<file path="config.mk">
export PLATFORM = sky130hd
export DESIGN_NAME = ioctl_upload_reader_flat
export DESIGN_NICKNAME = d
export VERILOG_FILES = /design/src/rtl/ioctl_upload_reader_pkg.sv /design/src/rtl/ioctl_upload_reader_if.sv /design/src/rtl/ioctl_upload_reader.sv /design/src/flat_wrapper.sv
export SDC_FILE = /design/constraint.sdc
export NUM_CORES = 1
export LEC_CHECK = 0
export BUFFER_PORTS_ARGS = -buffer_cell sky130_fd_sc_hd__buf_2
export CORE_MARGIN = 2
export CORE_UTILIZATION = 45
export CTS_BUF_LIST = sky130_fd_sc_hd__clkbuf_2 sky130_fd_sc_hd__clkbuf_4 sky130_fd_sc_hd__clkbuf_8
export DETAILED_ROUTE_END_ITERATION = 8
export GPL_ROUTABILITY_DRIVEN = 0
export PLACE_DENSITY = 0.74
export SLEW_MARGIN = 20
export SYNTH_ARGS = -nofsm -noshare
export SYNTH_HDL_FRONTEND = slang
export SYNTH_SLANG_ARGS = --single-unit
</file>
<file path="constraint.sdc">
create_clock -name clk_sys -period 4.3 [get_ports clk_sys]
set_input_delay 0.86 -clock clk_sys [delete_from_list [all_inputs] [get_ports clk_sys]]
set_output_delay 0.86 -clock clk_sys [all_outputs]
set_load 0.01 [all_outputs]
</file>
<file path="src/rtl/ioctl_upload_reader_pkg.sv">
// ioctl_upload_pkg: shared FSM states and constants for the ioctl upload reader.
package ioctl_upload_pkg;
    typedef enum logic [1:0] {IDLE, FETCH, PRESENT} state_e;
    localparam logic [7:0] FILL_DEFAULT = 8'hFF;
    localparam int IOCTL_AW = 25;
endpackage

</file>
<file path="src/rtl/ioctl_upload_reader_if.sv">
// ioctl_upload_reader_if: HPS ioctl upload bus; master is the host side, slave is the reader.
interface ioctl_upload_reader_if;
    import ioctl_upload_pkg::*;
    logic                ioctl_upload;
    logic                ioctl_rd;
    logic [IOCTL_AW-1:0] ioctl_addr;
    logic [7:0]          ioctl_din;
    logic                ioctl_wait;
    modport master (output ioctl_upload, ioctl_rd, ioctl_addr, input ioctl_din, ioctl_wait);
    modport slave (input ioctl_upload, ioctl_rd, ioctl_addr, output ioctl_din, ioctl_wait);
endinterface

</file>
<file path="src/rtl/ioctl_upload_reader.sv">
// ioctl_upload_reader: serves host upload reads from a synchronous memory, stalling with ioctl_wait.
// Optional running checksum output enabled by defining IOCTL_UPLOAD_CSUM_EN.
module ioctl_upload_reader
    import ioctl_upload_pkg::*;
#(
    parameter int         ADDR_W = 15,
    parameter int         RD_LAT = 1,
    parameter logic [7:0] FILL   = FILL_DEFAULT
) (
    input  logic                   clk_sys,
    input  logic                   reset_n,
    ioctl_upload_reader_if.slave   ioctl,
    input  logic [ADDR_W:0]        size,
    output logic [ADDR_W-1:0]      mem_a,
    output logic                   mem_rd,
    input  logic [7:0]             mem_q,
    output logic                   busy,
    output logic [ADDR_W:0]        bytes_sent,
`ifdef IOCTL_UPLOAD_CSUM_EN
    output logic [7:0]             checksum,
`endif
    output logic                   upload_done
);
    state_e              state_q, state_d;
    logic [1:0]          cnt_q, cnt_d;
    logic                oor_q, oor_d;
    logic [7:0]          din_q, din_d;
    logic                wait_q, wait_d;
    logic [ADDR_W-1:0]   mem_a_q, mem_a_d;
    logic                mem_rd_q, mem_rd_d;
    logic                up_q, done_q;
    logic [ADDR_W:0]     sent_q, sent_d;
    logic                rise, in_range;
`ifdef IOCTL_UPLOAD_CSUM_EN
    logic [7:0]          csum_q, csum_d;
    assign checksum = csum_q;
`endif

    assign rise     = ioctl.ioctl_upload & ~up_q;
    assign in_range = (ioctl.ioctl_addr[IOCTL_AW-1:ADDR_W] == '0) &&
                      ({1'b0, ioctl.ioctl_addr[ADDR_W-1:0]} < size);

    always_comb begin
        state_d  = state_q;
        cnt_d    = cnt_q;
        oor_d    = oor_q;
        din_d    = din_q;
        wait_d   = wait_q;
        mem_a_d  = mem_a_q;
        mem_rd_d = 1'b0;
        sent_d   = rise ? '0 : sent_q;
`ifdef IOCTL_UPLOAD_CSUM_EN
        csum_d   = rise ? 8'h00 : csum_q;
`endif
        // Dropping the session aborts any fetch but keeps the counters
        if (!ioctl.ioctl_upload) begin
            state_d = IDLE;
            wait_d  = 1'b0;
        end else begin
            case (state_q)
                IDLE: if (ioctl.ioctl_rd) begin
                    wait_d  = 1'b1;
                    oor_d   = !in_range;
                    state_d = in_range ? FETCH : PRESENT;
                    if (in_range) begin
                        mem_a_d  = ioctl.ioctl_addr[ADDR_W-1:0];
                        mem_rd_d = 1'b1;
                        cnt_d    = 2'(RD_LAT);
                    end
                end
                FETCH: begin
                    cnt_d   = cnt_q - 2'd1;
                    state_d = (cnt_d == 2'd0) ? PRESENT : FETCH;
                end
                PRESENT: begin
                    din_d   = oor_q ? FILL : mem_q;
                    wait_d  = 1'b0;
                    sent_d  = sent_q[ADDR_W] ? sent_q : sent_q + {{ADDR_W{1'b0}}, 1'b1};
`ifdef IOCTL_UPLOAD_CSUM_EN
                    csum_d  = csum_q + din_d;
`endif
                    state_d = IDLE;
                end
                default: state_d = IDLE;
            endcase
        end
    end

    always_ff @(posedge clk_sys or negedge reset_n) begin
        if (!reset_n) begin
            state_q  <= IDLE;
            cnt_q    <= 2'd0;
            oor_q    <= 1'b0;
            din_q    <= 8'h00;
            wait_q   <= 1'b0;
            mem_a_q  <= '0;
            mem_rd_q <= 1'b0;
            up_q     <= 1'b0;
            done_q   <= 1'b0;
            sent_q   <= '0;
`ifdef IOCTL_UPLOAD_CSUM_EN
            csum_q   <= 8'h00;
`endif
        end else begin
            state_q  <= state_d;
            cnt_q    <= cnt_d;
            oor_q    <= oor_d;
            din_q    <= din_d;
            wait_q   <= wait_d;
            mem_a_q  <= mem_a_d;
            mem_rd_q <= mem_rd_d;
            up_q     <= ioctl.ioctl_upload;
            done_q   <= up_q & ~ioctl.ioctl_upload;
            sent_q   <= sent_d;
`ifdef IOCTL_UPLOAD_CSUM_EN
            csum_q   <= csum_d;
`endif
        end
    end

    assign ioctl.ioctl_din  = din_q;
    assign ioctl.ioctl_wait = wait_q;
    assign mem_a            = mem_a_q;
    assign mem_rd           = mem_rd_q;
    assign busy             = up_q;
    assign bytes_sent       = sent_q;
    assign upload_done      = done_q;
endmodule

</file>
<file path="src/flat_wrapper.sv">
// flat-port wrapper written by rule: the top's interface ports become plain ports
module ioctl_upload_reader_flat import ioctl_upload_pkg::*;
#(
    parameter int         ADDR_W = 15,
    parameter int         RD_LAT = 1,
    parameter logic [7:0] FILL   = FILL_DEFAULT
)
  (clk_sys, reset_n, size, mem_a, mem_rd, mem_q, busy, bytes_sent, upload_done, ioctl_ioctl_upload, ioctl_ioctl_rd, ioctl_ioctl_addr, ioctl_ioctl_din, ioctl_ioctl_wait);
  ioctl_upload_reader_if ioctl_i ();
  input  logic clk_sys;
  input  logic reset_n;
  input  logic [ADDR_W:0] size;
  output logic [ADDR_W-1:0] mem_a;
  output logic mem_rd;
  input  logic [7:0] mem_q;
  output logic busy;
  output logic [ADDR_W:0] bytes_sent;
  output logic upload_done;
  input wire logic [$bits(ioctl_i.ioctl_upload)-1:0] ioctl_ioctl_upload;
  input wire logic [$bits(ioctl_i.ioctl_rd)-1:0] ioctl_ioctl_rd;
  input wire logic [$bits(ioctl_i.ioctl_addr)-1:0] ioctl_ioctl_addr;
  output wire logic [$bits(ioctl_i.ioctl_din)-1:0] ioctl_ioctl_din;
  output wire logic [$bits(ioctl_i.ioctl_wait)-1:0] ioctl_ioctl_wait;
  assign ioctl_i.ioctl_upload = ioctl_ioctl_upload;
  assign ioctl_i.ioctl_rd = ioctl_ioctl_rd;
  assign ioctl_i.ioctl_addr = ioctl_ioctl_addr;
  assign ioctl_ioctl_din = ioctl_i.ioctl_din;
  assign ioctl_ioctl_wait = ioctl_i.ioctl_wait;
  ioctl_upload_reader #(.ADDR_W(ADDR_W), .RD_LAT(RD_LAT), .FILL(FILL)) u_core (.clk_sys(clk_sys), .reset_n(reset_n), .ioctl(ioctl_i), .size(size), .mem_a(mem_a), .mem_rd(mem_rd), .mem_q(mem_q), .busy(busy), .bytes_sent(bytes_sent), .upload_done(upload_done));
endmodule
</file>
== Yosys cells after proc, flatten, opt, wreduce, memory -nomap -nowiden ==
Index checks and enable logic that the tools add are counted.

* $add $sub $neg: 2
* Order comparisons: 1
* Eq/ne operators: 7
* Mux-type cells: 20
* Bitwise operators: 4
* Reductions and logical operators: 11

{| class="wikitable"
|+ Operators with widths
! cell !! count
|-
| $mux 16 || 4
|-
| $add 16x1->16 const B || 1
|-
| $lt 15x16->1 || 1
|-
| $mux 2 || 6
|-
| $logic_not 10->1 || 1
|-
| $mux 8 || 1
|-
| $pmux 2 s2 || 2
|-
| $reduce_and 4->1 || 2
|-
| $mux 1 || 6
|-
| $ne 3x3->1 const B || 2
|-
| $logic_not 2->1 || 2
|-
| $reduce_and 2->1 || 2
|-
| $ne 3x1->1 const B || 1
|-
| $reduce_and 3->1 || 1
|-
| $and 1x1->1 || 2
|-
| $eq 2x1->1 const B || 1
|-
| $eq 2x2->1 const B || 1
|-
| $ne 2x1->1 const B || 1
|-
| $ne 2x2->1 const B || 1
|-
| $not 1->1 || 2
|-
| $pmux 1 s2 || 1
|-
| $reduce_bool 2->1 || 1
|-
| $sub 2x1->2 const B || 1
|-
| $logic_and 1x1->1 || 1
|-
| $logic_not 1->1 || 1
|}

* Flip-flop bits (word level): 48
* Input bits: 53
* Output and inout port bits: 43
* Logic and storage cells: 56

== Logic depth before layout (Yosys ltp) ==
Gate-level depths: netlist of run 1.

* Word-level depth: 6
* Gate-level depth with buffers: 8
* Depth with buffers taken out: 7

== Worst setup path after synthesis of run 1 ==
Ideal clock, no wire load.

* Path kind: in2reg
* Start: input size[13]
* End: register u_core.mem_a_q[10], in the netlist u_core.mem_a[10]
* Library setup time: 0.125 ns
* Data arrival time: 2.320 ns
* Data required time: 4.175 ns
* Setup slack: 1.855 ns
* Cell stages on the path: 8
* Buffers on the path: 1
* Path through: inv_1 > ha_1 > a21o_1 > a21oi_1 > o2111a_1 > nand4_4 > buf_6 > mux2_4

* Cells in the longest elaborated chain, start to end: 3

{| class="wikitable"
|+ RTL lines
! what !! line !! source
|-
| start: declaration || flat_wrapper.sv:12 || <nowiki>input logic [ADDR_W:0] size;</nowiki>
|-
| $lt 15x16->1 || ioctl_upload_reader.sv:41 || <nowiki>({1'b0, ioctl.ioctl_addr[ADDR_W-1:0]} < size);</nowiki>
|-
| $logic_and 1x1->1 || ioctl_upload_reader.sv:40 || <nowiki>assign in_range = (ioctl.ioctl_addr[IOCTL_AW-1:ADDR_W] == '0) &&</nowiki>
|-
| $reduce_and 4->1 (no line) || n/a ||
|-
| end signal: assignment || ioctl_upload_reader.sv:110 || <nowiki>mem_a_q <= mem_a_d;</nowiki>
|-
| end: declaration || ioctl_upload_reader.sv:29 || <nowiki>logic [ADDR_W-1:0] mem_a_q, mem_a_d;</nowiki>
|}

Every way passes these cells.
A chain may end at the register's enable or synchronous reset.

== Worst setup path after layout of run 1 ==
* Start: input ioctl_ioctl_addr[7]
* End: register u_core.mem_a_q[7], in the netlist u_core.mem_a[7]

* Cells in the longest elaborated chain, start to end: 3

{| class="wikitable"
|+ RTL lines
! what !! line !! source
|-
| start: declaration || flat_wrapper.sv:21 || <nowiki>input wire logic [$bits(ioctl_i.ioctl_addr)-1:0] ioctl_ioctl_addr;</nowiki>
|-
| $lt 15x16->1 || ioctl_upload_reader.sv:41 ||
|-
| $logic_and 1x1->1 || ioctl_upload_reader.sv:40 ||
|-
| $reduce_and 4->1 (no line) || n/a ||
|}

Parallel ways exist; a longest one is shown, timed or not.

==> run metrics, run 1 <==
estimated wirelength of the detail-placed design=between 3000 and 4000 um; area occupied by multi-input gates=~0.0012 sq mm; remaining antenna violation count after routing=0; Pins Over Slew Limit=0; source of the worst register-to-register timing path=u_core.state_q[1]; flip-flop cell with the highest count after synthesis=sky130_fd_sc_hd__dfrtp_1; cell count after synthesis=241; clock network fraction of total power=a little under a third; starting density of the core=about 46%; Post-synth ARST share=100%; Total Power=0.902 mW; total track usage=between 15 and 20%; Hold Startpoint=u_core.ioctl.ioctl_din[0]; Port-buffer cells=95; max capacitance violation total=0; clock-pin transition on the worst setup and hold timing paths=about 0.08 ns; Rel. slew slack=approximately 59%; antenna violations before repair=0; R2R setup slack=~2.4 ns; Seq. cell area=~0.0012 sq mm; Yosys warnings=0; arrival time worst endpoint=~2.6 ns; final net count=just over 400; Worst VDD drop=about 0.13 mV; Seq pwr share=approximately 54%; Critical Path Fanout Max=17; Synthesized Nets=310; worst-skew pair later-pin latency=about 0.29 ns; Clock Path Buffers=2; slew at the pin with the worst max-slew slack=roughly 0.62 ns; Netlist cell types=43; worst setup path startpoint=ioctl_ioctl_addr[7]; pwr/cell area=287 mW/mm^2; post-layout util=slightly below 60%; Tmin final=about 2.4 ns; switching power=between 0.2 and 0.25 mW; cell type contributing the most total cell area after synthesis=sky130_fd_sc_hd__dfrtp_1; power share of the combinational group=about 15%; main area contributors after synthesis=sky130_fd_sc_hd__dfrtp_1 48%, sky130_fd_sc_hd__ha_1 8.0%, sky130_fd_sc_hd__o21ai_0 5.2%, sky130_fd_sc_hd__mux2_4 4.8%, sky130_fd_sc_hd__mux2_2 3.2%; internal power=around 0.68 mW; most used standard cell by instance count after synthesis=sky130_fd_sc_hd__dfrtp_1; count of pins on the block boundary=96; TritonCTS Buffers=5; type of destination of the critical path=flop; Total Neg Setup Slack=0 ns; ranking of synthesized cells by instance count=48 x sky130_fd_sc_hd__dfrtp_1, 26 x sky130_fd_sc_hd__o21ai_0, 20 x sky130_fd_sc_hd__nand2_1; count of flip-flops with a built-in enable after synthesis=0; sinks on the clock net=between 40 and 50; Setup crit end=u_core.mem_a[7]; final setup skew=between 0.005 and 0.006 ns; Worst Reg2Reg Path Length in Cells=4; CTS tree=built; post-synthesis register bit count=48; first-pass GRT wire length=around 8700 um; sw frac=25.1%; die height=between 70 and 80 um; run status=completed; fraction of layout cells with a size suffix above 1=a little under two fifths; hold buffer count at cts=0; overall die area=slightly above 0.006 sq mm; Synth Cell Area=0.00250 sq mm; worst setup slack after placement=around 1.5 ns; remaining routing DRC violations=0; critical path type=in2reg; leakage dissipation=about 1.7 nW; Area growth, synth to finish=25.7%; root cell of the clock tree=sky130_fd_sc_hd__clkbuf_8; count of buffers added by post-CTS timing repair for setup=0; required time at the endpoint of the critical path=4.48 ns; Startpoint Class=primary input; Antenna Diode Count=0; total setup violations reported at the end of the flow=0; via count of the first global-routing pass=between 1500 and 2000; detailed-route via count=2104; area share of the largest cell type after synthesis=a little under 50%; class of the tightest hold or removal check=reg2reg; Avg Synthesized Cell Area=between 10 and 15 sq um; period utilization=a little under three fifths; filler cell count=approximately 490; number of cells upsized or downsized after cts=0; end of the worst register-to-register path=u_core.mem_a[7]; number of vias per cell=slightly above 5; total number of H-tree levels=2; worst hold slack across all endpoints=0.476 ns; sequential element share of the synthesized area=about half; DR pass1 iterations=4; largest net degree at the start of global routing=49; Chip Width=roughly 78 um; final count of hold timing violations=0; Core ar.=0.00544 sq mm; Placement Rows=27; max frequency=approximately 410 MHz; total overflow reported by the global router=0; wire per inst=about 13 um; DRC marker count from the first detailed-route iteration=56; Final Routed Wirelength=5200 um; final worst slack=roughly 1.9 ns; RSZ-0062 raised after global routing=false
## worst min-delay path by stage
stage / endpoint / slack (ns) / depth (start not counted)
final: u_core.ioctl.ioctl_din[0] / 0.48 / 2
after global routing: u_core.ioctl.ioctl_din[3] / 0.52 / 2
after detailed placement: u_core.ioctl.ioctl_din[7] / 0.46 / 2
after CTS: u_core.ioctl.ioctl_din[7] / 0.48 / 2
after floorplan: u_core.cnt_q[0] / 0.49 / 2
after global placement: u_core.ioctl.ioctl_din[0] / 0.46 / 2
## layer usage
metal	routed length (um)	track usage (%)	vias up
met3	350	4.37	5
met2	2360	29.2	77
met4	57	5.26	0
li1	-	-	1061
met1	2440	22.8	961
met5	0	0	-
## cells by family after synthesis
family	after synthesis	share of synthesized area (%)
flip-flops	48	48.1
multiplexers	15	7.97
adder cells (fa/ha/maj)	16	8.02
buffers and inverters	25	4.11
XOR/XNOR	2	0.702
AND/OR/NAND/NOR	82	17.8
AO/OA/AOI/OAI	53	13.3
## through the flow
stage | area [sq um] | instances
final | 3140 | 411
after global routing | 3140 | 411
after CTS | 3140 | 411
after detailed placement | 3040 | 403
after global placement | 3040 | 403
after floorplan | 2500 | 241
## worst max-delay path: stages
cell	delay, ns
sky130_fd_sc_hd__buf_2	0.11
sky130_fd_sc_hd__ha_1	0.33
sky130_fd_sc_hd__a21oi_1	0.14
sky130_fd_sc_hd__a31oi_1	0.12
sky130_fd_sc_hd__o21ai_1	0.27
sky130_fd_sc_hd__nand4_4	0.37
sky130_fd_sc_hd__mux2_4	0.41
## flip-flops by register name, summed over array words and instances, names as in the netlist
signal,count
u_core.upload_done,1
u_core.ioctl.ioctl_wait,1
u_core.ioctl.ioctl_din,8
u_core.state_q,2
u_core.busy,1
u_core.mem_a,15
u_core.mem_rd,1
u_core.bytes_sent,16
u_core.oor_q,1
u_core.cnt_q,2
## layout by cell type, fill, tap and decap left out, drive strengths merged, types with 2 or more instances in the layout
cell	instances
clkbuf	8
nand4	7
ha	16
nand2b	2
nor2	18
a21o	3
nand2	20
o21ai	27
dfrtp	48
a32o	2
nor2b	2
nand3	10
buf	96
mux2	15
nor3	6
nor4	2
inv	19
or3	4
and4	3
a31oi	3
a21oi	10
and3	4
## power by group through the flow
stage	Clock [mW]	Sequential (mW)	Combinational, mW
after floorplan	0	0.504	0.0560
after global placement	0	0.494	0.130
after detailed placement	0	0.494	0.134
after CTS	0.297	0.485	0.134
after global routing	0.314	0.489	0.151
final	0.285	0.485	0.132
## cell type report
| type | count | area share, % |
|---|---|---|
| well taps | 72 | 2.87 |
| repair buffers | 96 | 15.5 |
| flip-flops and latches | 48 | 38.3 |
| multi-input cells | 168 | 38.0 |
| inverters | 19 | 2.27 |
| clock buffers | 8 | 3.11 |
Note: power is estimated with default switching activity, not from simulation.
==> inputs of run 2 (changes only) <==
- PLACE_DENSITY: 0.74 -> 0.77
- clock period: 4.3 -> 2.16 ns (I/O delays scaled with it)
==> run 2 against run 1 <==
  * Via count rose by 0.48%
  * Largest power group unchanged
  * Register-to-register slack got worse by 2.1 ns
  * First-iteration DRC count rose by 88%
  * Cell count rose by 0.49%
  * Clock skew rose by 0.0010 ns
  * Core utilization rose by 0.71 points
  * Highest routed layer unchanged
  * Count of clock-buffer cells in the layout fell by 2
  * Flip-flop and latch count did not move
  * Critical path depth did not move
  * Setup slack got worse by 1.8 ns
  * Clock power rose by 130%
==> run metrics, run 2 (same netlist as run 1, synthesis figures left out) <==
remaining antenna violation count after routing=0; pwr/cell area=slightly below 600 mW/mm^2; remaining routing DRC violations=0; final worst slack=0.0756 ns; leakage dissipation=1.77 nW; type of destination of the critical path=flop; run status=completed; overall die area=just over 0.006 sq mm; max capacitance violation total=0; clock-pin transition on the worst setup and hold timing paths=approximately 0.090 ns; largest net degree at the start of global routing=a little under 50; R2R setup slack=roughly 0.32 ns; number of cells upsized or downsized after cts=0; worst-skew pair later-pin latency=approximately 0.29 ns; most frequent cells in the layout=95 x sky130_fd_sc_hd__buf_2, 48 x sky130_fd_sc_hd__dfrtp_1, 26 x sky130_fd_sc_hd__o21ai_0; Final Routed Wirelength=about 5400 um; count of buffers added by post-CTS timing repair for setup=0; detailed-route via count=roughly 2100; number of cells after detailed placement=slightly above 400; critical path type=in2reg; Pins Over Slew Limit=0; period utilization=96.5%; RSZ-0062 raised after global routing=false; Critical Path Fanout Max=17; end of the worst register-to-register path=u_core.mem_a[8]; estimated wirelength of the detail-placed design=around 4200 um; first-pass GRT wire length=~9300 um; Tmin final=~2.1 ns; Chip Width=around 80 um; count of pins on the block boundary=96; Antenna Diode Count=0; number of vias per cell=5.12; Placement Rows=27; sinks on the clock net=between 40 and 50; total number of H-tree levels=2; class of the tightest hold or removal check=in2async; met3 track demand over resource in global routing=between 4 and 5%; Max stage delay cell, worst path=sky130_fd_sc_hd__mux2_4; met2 layer usage reported by global route=33.5%; Seq. cell area=between 0.001 and 0.0015 sq mm; Worst VDD drop=around 0.44 mV; worst hold slack across all endpoints=0.112 ns; total track usage=19.1%; source of the worst register-to-register timing path=u_core.state_q[1]; Area growth, synth to finish=27.3%; final count of hold timing violations=0; number of flip-flops under the largest register name=16; max frequency=~480 MHz; total setup violations reported at the end of the flow=0; Core ar.=roughly 0.0054 sq mm; Startpoint Class=primary input; via count of the first global-routing pass=approximately 2100; DR pass1 iterations=4; hold buffer count at cts=0; DRC marker count from the first detailed-route iteration=between 100 and 150; Final Instance Count excl. Fillers=approximately 410; required time at the endpoint of the critical path=approximately 2.3 ns; total overflow reported by the global router=0; final net count=409; Rel. slew slack=68.9%; die height=78.5 um; Worst Reg2Reg Path Length in Cells=4; arrival time worst endpoint=approximately 2.3 ns; filler cell count=472; slew at the pin with the worst max-slew slack=~0.47 ns; area occupied by multi-input gates=around 0.0012 sq mm; antenna violations before repair=0; worst setup slack after placement=-0.192 ns; slowest cell delay on critical path=0.41 ns; most frequent standard cell in the layout excluding fill and tap cells=sky130_fd_sc_hd__buf_2; Clock Path Buffers=2; TritonCTS Buffers=5; peak-usage layer in the global routing report=met2; wire per inst=approximately 13 um; cells traversed along the worst timing path=buf_2 > ha_1 > a21oi_1 > o21ai_0 > o21ai_1 > nand4_4 > mux2_4; M1 GR Usage=between 20% and 30%; CTS tree=built; fraction of layout cells with a size suffix above 1=37.2%; root cell of the clock tree=sky130_fd_sc_hd__clkbuf_8; final setup skew=about 0.0066 ns; Port-buffer cells=95; starting density of the core=about 46%; Total Power=1.88 mW
run 2: cell types whose count changed in the layout (fill, tap and decap cells not counted), sizes merged:
| cell | previous run | this run |
|---|---|---|
| clkinv | 0 | 1 |
| clkbuf | 8 | 6 |
| bufinv | 0 | 1 |
| buf | 96 | 98 |
run 2: area by class of cell:
class	instances	share of cell area (%)
Sequential cell	48	37.8
Multi-Input combinational cell	168	37.5
Timing Repair Buffer	98	16.1
Tap cell	72	2.84
Clock buffer	6	2.40
Inverter	19	2.24
Clock inverter	2	1.10
run 2: layer usage:
metal,wire (um),up-vias
met5,0,-
met1,2450,976
met3,352,5
li1,-,1057
met4,56,0
met2,2570,76
run 2: worst max path at each step:
stage                     slack (ns)          endpoint                 start  cells past startpoint
after CTS                       0.12   u_core.mem_a[8]  ioctl_ioctl_addr[11]                      7
after global routing            0.03   u_core.mem_a[4]  ioctl_ioctl_addr[13]                      7
after floorplan                 0.14  u_core.mem_a[10]              size[13]                      8
after global placement         -0.15   u_core.mem_a[4]  ioctl_ioctl_addr[13]                      7
after detailed placement       -0.19   u_core.mem_a[3]  ioctl_ioctl_addr[13]                      7
final                           0.08   u_core.mem_a[8]  ioctl_ioctl_addr[11]                      7
run 2: where the power goes:
| group | total (mW) | internal [mW] | switching (mW) | leakage [nW] |
|---|---|---|---|---|
| clock | 0.646 | 0.356 | 0.290 | 0.0586 |
| combinational | 0.269 | 0.125 | 0.144 | 1.07 |
| sequential | 0.968 | 0.939 | 0.0291 | 0.635 |
run 2: metrics by stage:
stage / instance area [sq um] / utilization (%) / TNS (ns)
6_report: 3180 / 58.4 / 0
5_1_grt: 3180 / 58.4 / 0
4_1_cts: 3180 / 58.4 / 0
3_5_place_dp: 3070 / 56.4 / -2.68
3_3_place_gp: 3070 / 56.4 / -2.10
2_1_floorplan: 2500 / - / 0
run 2: worst max-delay path, delay by kind of cell:
| kind | cells | cell delay (ns) |
|---|---|---|
| multiplexers | 1 | 0.41 |
| buffers and inverters | 1 | 0.11 |
| AND/OR/NAND/NOR | 1 | 0.37 |
| AO/OA/AOI/OAI | 3 | 0.62 |
| adder cells (fa/ha/maj) | 1 | 0.32 |
==> inputs of run 3 (changes only) <==
- PLACE_DENSITY: 0.77 -> 0.75
- SLEW_MARGIN: 20 -> default
==> run 3 against run 2 <==
  * Clock power is 0.6% lower
  * Largest cell class unchanged
  * Core utilization grew 0.28 points
  * Largest power group unchanged
  * Worst hold slack got worse by 0.065 ns
==> run metrics, run 3 (same netlist as run 1, synthesis figures left out) <==
Total Power=1.87 mW; arrival time worst endpoint=~2.1 ns; Pins Over Slew Limit=0; largest net degree at the start of global routing=19; final count of hold timing violations=0; remaining routing DRC violations=0; max capacitance violation total=0; via count of the first global-routing pass=between 2000 and 2500; run status=completed; Top Family by Delay on Critical Path=compound AO/OA/AOI/OAI gates; leakage dissipation=between 1.5 and 2 nW; TritonCTS Buffers=5; root cell of the clock tree=sky130_fd_sc_hd__clkbuf_8; most frequent standard cell in the layout excluding fill and tap cells=sky130_fd_sc_hd__buf_2; max frequency=~520 MHz; count of buffers added by post-CTS timing repair for setup=0; filler cell count=roughly 480; total number of H-tree levels=2; fraction of layout cells with a size suffix above 1=37.6%; first-pass GRT wire length=approximately 9400 um; DR pass1 iterations=4; Final Instance Count excl. Fillers=just over 400; number of vias per cell=a little over 5; required time at the endpoint of the critical path=2.34 ns; Core ar.=0.00544 sq mm; total overflow reported by the global router=0; cells traversed along the worst timing path=buf_2 > ha_1 > a21oi_1 > o21ai_0 > o21ai_1 > nand4_4 > buf_12 > mux2_4; number of flip-flops under the largest register name=16; worst hold slack across all endpoints=about 0.046 ns; Rel. slew slack=68.9%; most frequent cells in the layout=95 x sky130_fd_sc_hd__buf_2, 48 x sky130_fd_sc_hd__dfrtp_1, 26 x sky130_fd_sc_hd__o21ai_0; Clock Path Buffers=2; slowest cell delay on critical path=roughly 0.32 ns; starting density of the core=a little under half; number of cells after detailed placement=~400; estimated wirelength of the detail-placed design=between 4000 and 5000 um; period utilization=88.5%; Critical Path Fanout Max=11; class of the tightest hold or removal check=in2async; Placement Rows=27; hold buffer count at cts=0; sinks on the clock net=48; final setup skew=0.00689 ns; total setup violations reported at the end of the flow=0; slew at the pin with the worst max-slew slack=around 0.47 ns; type of destination of the critical path=flop; detailed-route via count=approximately 2100; number of cells upsized or downsized after cts=0; CTS tree=built; pwr/cell area=around 600 mW/mm^2; Tmin final=approximately 1.9 ns; Antenna Diode Count=0; final net count=about 400; worst-skew pair later-pin latency=about 0.30 ns; Worst VDD drop=0.234 mV; die height=78.5 um; Max stage delay cell, worst path=sky130_fd_sc_hd__ha_1; Final Routed Wirelength=between 5000 and 6000 um; critical path type=in2reg; DRC marker count from the first detailed-route iteration=103; Area growth, synth to finish=27.9%; clock-pin transition on the worst setup and hold timing paths=0.09 ns; overall die area=~0.0062 sq mm; Chip Width=between 70 and 80 um; number of buffer and inverter stages on the critical path=2; remaining antenna violation count after routing=0; total track usage=between 10% and 20%; wire per inst=12.9 um; RSZ-0062 raised after global routing=false; antenna violations before repair=0; Startpoint Class=primary input; Port-buffer cells=95; count of pins on the block boundary=96
==> run 3: cell types whose count changed in the layout (fill, tap and decap cells not counted), sizes merged <==
cell and delta:
buf +2
==> run 3: metrics by stage <==
stage               instance area [sq um]  setup slack [ns]  util (%)  TNS, ns
floorplan                            2500             0.143         -        0
global route                         3190             0.184      58.7        0
global placement                     3080            0.0140      56.6        0
finish                               3190             0.248      58.7        0
detailed placement                   3080           -0.0978      56.6    -1.26
CTS                                  3190             0.225      58.7        0
==> run 3: path summary, 6_finish.rpt <==
check / start / endpoint / slack (ns) / cells past startpoint
max: ioctl_ioctl_addr[11] / u_core.mem_a[7] / 0.25 / 8
min: reset_n / u_core.oor_q / 0.05 / 1
max reg2reg: u_core.state_q[1] / u_core.mem_a[7] / 0.44 / 5
min reg2reg: u_core.ioctl.ioctl_din[5] / u_core.ioctl.ioctl_din[5] / 0.48 / 2
max in group asynchronous: reset_n / u_core.upload_done / 1.53 / 2
min in group clk_sys: ioctl_ioctl_upload / u_core.busy / 0.31 / 1
==> run 3: layout make-up <==
type                    instances  area [sq um]  area share (%)
clock buffers                   6          76.3            2.39
multi-input cells             168          1190            37.4
flip-flops and latches         48          1200            37.6
well taps                      72          90.1            2.82
inverters                      19          71.3            2.23
clock inverters                 2          35.0            1.10
repair buffers                100           526            16.5
==> run 3: per-layer routing <==
layer	global-route usage [%]	share of wire, %	vias to the layer above
met5	0	0	-
met3	3.68	5.7	5
met4	4.21	0.86	0
met1	24.3	45	988
li1	-	-	1065
met2	33.4	48	75
==> run 3: power by group <==
part / internal, mW / switching [mW] / leakage [nW] / total (mW)
Clock: 0.356 / 0.286 / 0.0586 / 0.642
Sequential: 0.939 / 0.0291 / 0.635 / 0.968
Combinational: 0.122 / 0.143 / 1.08 / 0.265
